$ cat src/rtl/mul_acc_stage.sv
// Sequential MAC stage: sums a programmed number of unsigned products into a wide accumulator.
// Optional MUL_ACC_SATURATE_EN clamps the sum at all-ones on carry out instead of wrapping.
//
// state | meaning
// IDLE  | waiting for start; last result and overflow still visible
// ACCUM | accepting one product per cycle until the term count runs out
// HOLD  | result presented with out_valid until out_ready
module mul_acc_stage #(
    parameter int PROD_W = 16,
    parameter int ACC_W  = 24,
    parameter int LEN_W  = 8
) (
    input  logic              clk,
    input  logic              rst_n,
    input  logic              start,
    input  logic [LEN_W-1:0]  len,
    input  logic              in_valid,
    output logic              in_ready,
    input  logic [PROD_W-1:0] in_prod,
    output logic              out_valid,
    input  logic              out_ready,
    output logic [ACC_W-1:0]  out_acc,
    output logic              overflow,
    output logic              busy
);

    typedef enum logic [1:0] {
        IDLE  = 2'd0,
        ACCUM = 2'd1,
        HOLD  = 2'd2
    } state_t;

    state_t             state, state_nxt;
    logic [LEN_W-1:0]   count;
    logic [ACC_W-1:0]   acc;
    logic               ovf;
    logic [ACC_W:0]     sum;
    logic               xfer;

    assign xfer = (state == ACCUM) && in_valid;
    assign sum  = {1'b0, acc} + {{(ACC_W + 1 - PROD_W){1'b0}}, in_prod};

    always_ff @(posedge clk or negedge rst_n) begin
        if (!rst_n) begin
            state <= IDLE;
        end else begin
            state <= state_nxt;
        end
    end

    always_comb begin
        state_nxt = state;
        in_ready  = 1'b0;
        out_valid = 1'b0;
        case (state)
            IDLE: begin
                if (start) begin
                    state_nxt = (len == '0) ? HOLD : ACCUM;
                end
            end
            ACCUM: begin
                in_ready = 1'b1;
                if (in_valid && (count == LEN_W'(1))) begin
                    state_nxt = HOLD;
                end
            end
            HOLD: begin
                out_valid = 1'b1;
                if (out_ready) begin
                    state_nxt = IDLE;
                end
            end
            default: state_nxt = IDLE;
        endcase
    end

    always_ff @(posedge clk or negedge rst_n) begin
        if (!rst_n) begin
            count <= '0;
            acc   <= '0;
            ovf   <= 1'b0;
        end else if ((state == IDLE) && start) begin
            count <= len;
            acc   <= '0;
            ovf   <= 1'b0;
        end else if (xfer) begin
            count <= count - LEN_W'(1);
            ovf   <= ovf | sum[ACC_W];
`ifdef MUL_ACC_SATURATE_EN
            // once clamped, the sum stays pinned for the rest of the run
            if (sum[ACC_W] || ovf) begin
                acc <= {ACC_W{1'b1}};
            end else begin
                acc <= sum[ACC_W-1:0];
            end
`else
            acc   <= sum[ACC_W-1:0];
`endif
        end
    end

    assign out_acc  = acc;
    assign overflow = ovf;
    assign busy     = (state != IDLE);

endmodule

$ cat config.mk
export PLATFORM = sky130hd
export DESIGN_NAME = mul_acc_stage
export DESIGN_NICKNAME = d
export VERILOG_FILES = /design/src/rtl/mul_acc_stage.sv
export SDC_FILE = /design/constraint.sdc
export NUM_CORES = 1
export LEC_CHECK = 0
export BUFFER_PORTS_ARGS = -buffer_cell sky130_fd_sc_hd__buf_2
export CAP_MARGIN = 20
export CORE_UTILIZATION = 40
export CTS_BUF_LIST = sky130_fd_sc_hd__clkbuf_8
export CTS_CLUSTER_DIAMETER = 50
export DETAILED_ROUTE_END_ITERATION = 6
export HOLD_SLACK_MARGIN = 0.05
export PLACE_DENSITY_LB_ADDON = 0.2
export SLEW_MARGIN = 20
export SYNTH_ARGS = -nofsm -noshare
export SYNTH_HDL_FRONTEND = slang
export SYNTH_SLANG_ARGS = --single-unit
export TNS_END_PERCENT = 30
$ cat constraint.sdc
create_clock -name clk -period 6.55 [get_ports clk]
set_clock_uncertainty 0.1 [all_clocks]
set_input_delay 0.3275 -clock clk [delete_from_list [all_inputs] [get_ports clk]]
set_output_delay 0.3275 -clock clk [all_outputs]
set_load 0.03 [all_outputs]
==> impl_metrics.toml <==
[synthesis]
syn_area_um2 = 2569
synth_area_leaders = "dfrtp_1 34%, ha_1 8.8%, nand2_1 6.7%"
yosysSeqAreaShare_pct = 34.10
synth_cell_types = 53
synth-main-ff-cell = "dfrtp_1"
synthArstFlopShare_pct = 100.0
synth_area_leader_cell = "dfrtp_1"
ys_warn_count = 0
syn_nets = 352
synth_top_area_share_pct = 34.10
postSynthAreaPerCell_um2 = 8.450
synth_seq_cells = 35
synth_edf_count = 0
syn_inst = 304

[critical_path]
critPathRequiredTime_ns = 6.61
rrSetupSlack_ns = 3.88
arrival_ns = 2.72
crit_type = "register to register"
cp_max_fo = 24
ff2ff_path_depth = 6
critPathLaunchType = "register"
r2r_end = "out_acc[19]$_DFFE_PN0P_"
timing.rr.start = "state[1]$_DFFE_PN0P_"
crit_path_end_kind = "register"

[floorplanning]
dieWidth_um = 82.14
die-area_um2 = 6746
core_area_um2 = 6061
dieHeight_um = 82.14
num_rows = 28
start_util_pct = 42.38
io_pins = 57

[cts]
cts_max_level = 2
postCtsHoldBufs = 0
clock_latency_ns = 0.29
path_clk_slew_ns = 0.08
ctsResizeCount = 0
cts_tree = "yes"
cts_sinks = 35
cts_max_path_buffers = 2
cts_setup_buffers = 0
root_buffer = "clkbuf_8"
cts_buffers = 5

[pwr]
power.density_nw_per_um2 = 443.1
p_leak_nw = 1.437
ir_worst_vdd_v = 0.0002125

[route]
first_pass_iters = 4
avgViaCountPerCell = 5.784
wirelength_um = 6594
drt-initial-drc-count = 130
wire_per_inst_um = 15.12
via_count = 2522
drc = 0
drtAntennaViolNets = 0

[job]
maxCapViolCount = 0

[sta]
worst_slack_ns = 3.885
finalSetupViolCount = 0
clock.fmax_mhz = 375.2
max_slew.worst_pin.slew_ns = 0.9752
finalMaxSlewViolations = 0
slew_headroom_pct = 34.79
min_period_ns = 2.665
hold_violations = 0
setup-tns-final_ns = 0
rsz0062_at_grt = "no"
fin_crit_sh_pct = 40.69

[global_route]
antenna_found_initial = 0
grt_pass1_wl_um = 11090
grt_overflow = 0
grt_max_degree = 36
grtUsageTotal_pct = 21.46
grt_pass1_vias = 2331

[placed_design]
routabilityCongestion = 0.8209
io_buffers = 56
place_ws_ns = 3.895
dp_hpwl_um = 4862
place_inst = 428
placed_cell_area_um2 = 2928

[layout]
num-nets-final = 408
fin_cells = 436
num-fill-cells = 615
diodes = 0
drive_gt1_share_pct = 20.78
syn_to_final_growth_pct = 17.29
fin_area_um2 = 3013

[worst_hold_path]
hold_class = "primary input to async pin"

[outcome]
status = "complete, no violations"
==> cell usage in the layout, fill, tap and decap left out, types with 7 or more instances in the layout <==
cell / count
dfrtp_1: 35
nand3_1: 7
inv_1: 9
and3_1: 10
o21ai_1: 22
a21oi_1: 24
a21o_1: 9
buf_2: 56
nand2_1: 46
nor3_1: 9
ha_1: 18
nor2_1: 16
o211ai_1: 10
==> sequential cells by signal, summed over array words and instances (netlist names) <==
signal,count
count,8
out_acc,24
overflow,1
state,2
==> where the power goes <==
part	leakage (nW)	internal, mW	switching [mW]	total [mW]
Combinational	0.946	0.299	0.509	0.808
Clock	0.0453	0.0728	0.0819	0.155
Sequential	0.446	0.296	0.0768	0.373
==> worst max-delay path by stage <==
stage | start | to | slack, ns
after global routing | state[1]$_DFFE_PN0P_ | out_acc[17]$_DFFE_PN0P_ | 3.60
final | state[1]$_DFFE_PN0P_ | out_acc[19]$_DFFE_PN0P_ | 3.88
after global placement | state[1]$_DFFE_PN0P_ | out_acc[19]$_DFFE_PN0P_ | 3.94
after CTS | state[1]$_DFFE_PN0P_ | out_acc[19]$_DFFE_PN0P_ | 3.88
after floorplan | out_acc[0]$_DFFE_PN0P_ | out_acc[16]$_DFFE_PN0P_ | 4.07
after detailed placement | state[1]$_DFFE_PN0P_ | out_acc[19]$_DFFE_PN0P_ | 3.89
==> routing by layer <==
layer  part of all wire [%]  up-vias  global-route usage [%]
met1                     46     1193                   29.38
met4                   0.79        0                   6.491
met2                     46       73                   35.12
met3                    6.6        5                   2.747
met5                      0        -                       0
li1                       -     1251                       -
==> cell type report <==
type	count	area [um^2]	area share, %
clock buffers	5	68.82	2.284
clock inverters	3	16.27	0.5399
inverters	8	30.03	0.9967
multi-input cells	251	1625	53.95
flip-flops and latches	35	875.8	29.07
well taps	75	93.84	3.115
repair buffers	59	302.8	10.05
==> cell families after synthesis <==
| group | after synthesis | share of synthesized area, % |
|---|---|---|
| simple gates | 118 | 22.89 |
| compound gates | 103 | 26.99 |
| flops | 35 | 34.10 |
| fa+ha+maj | 19 | 9.547 |
| buf+inv | 18 | 2.630 |
| xor+xnor | 9 | 3.068 |
| mux | 2 | 0.7794 |
==> worst max-delay path, cell delays in order, from the launching register on <==
cell and delay (ns):
dfrtp_1 0.43, nand3b_1 0.76, a21oi_1 0.53, nand2_1 0.15, and3_1 0.20, a311oi_1 0.24
o211ai_1 0.12
==> metrics by stage <==
stage	power, mW	hold WS [ns]	utilization [%]
floorplan	0.9735	-0.06809	-
global placement	1.173	0.3669	48.31
detailed placement	1.180	0.3693	48.31
CTS	1.344	0.05226	49.71
global route	1.462	0.09112	49.71
finish	1.335	0.02170	49.71
==> cells in the mapped netlist (all sizes together) (3+ instances only) <==
master  number
xor2         5
nand2       46
xnor2        4
and3        10
a21oi       26
o21a         3
a22oi        3
nor3         9
o21ai       24
nand3        7
inv          8
nand2b       3
o211ai      10
nor2b        3
ha          18
clkbuf      10
nor4         6
a32o         3
nor2        16
dfrtp       35
nand4        4
a21o         9
a311oi       4
or3          4
Power figures use the tool's default switching activity.
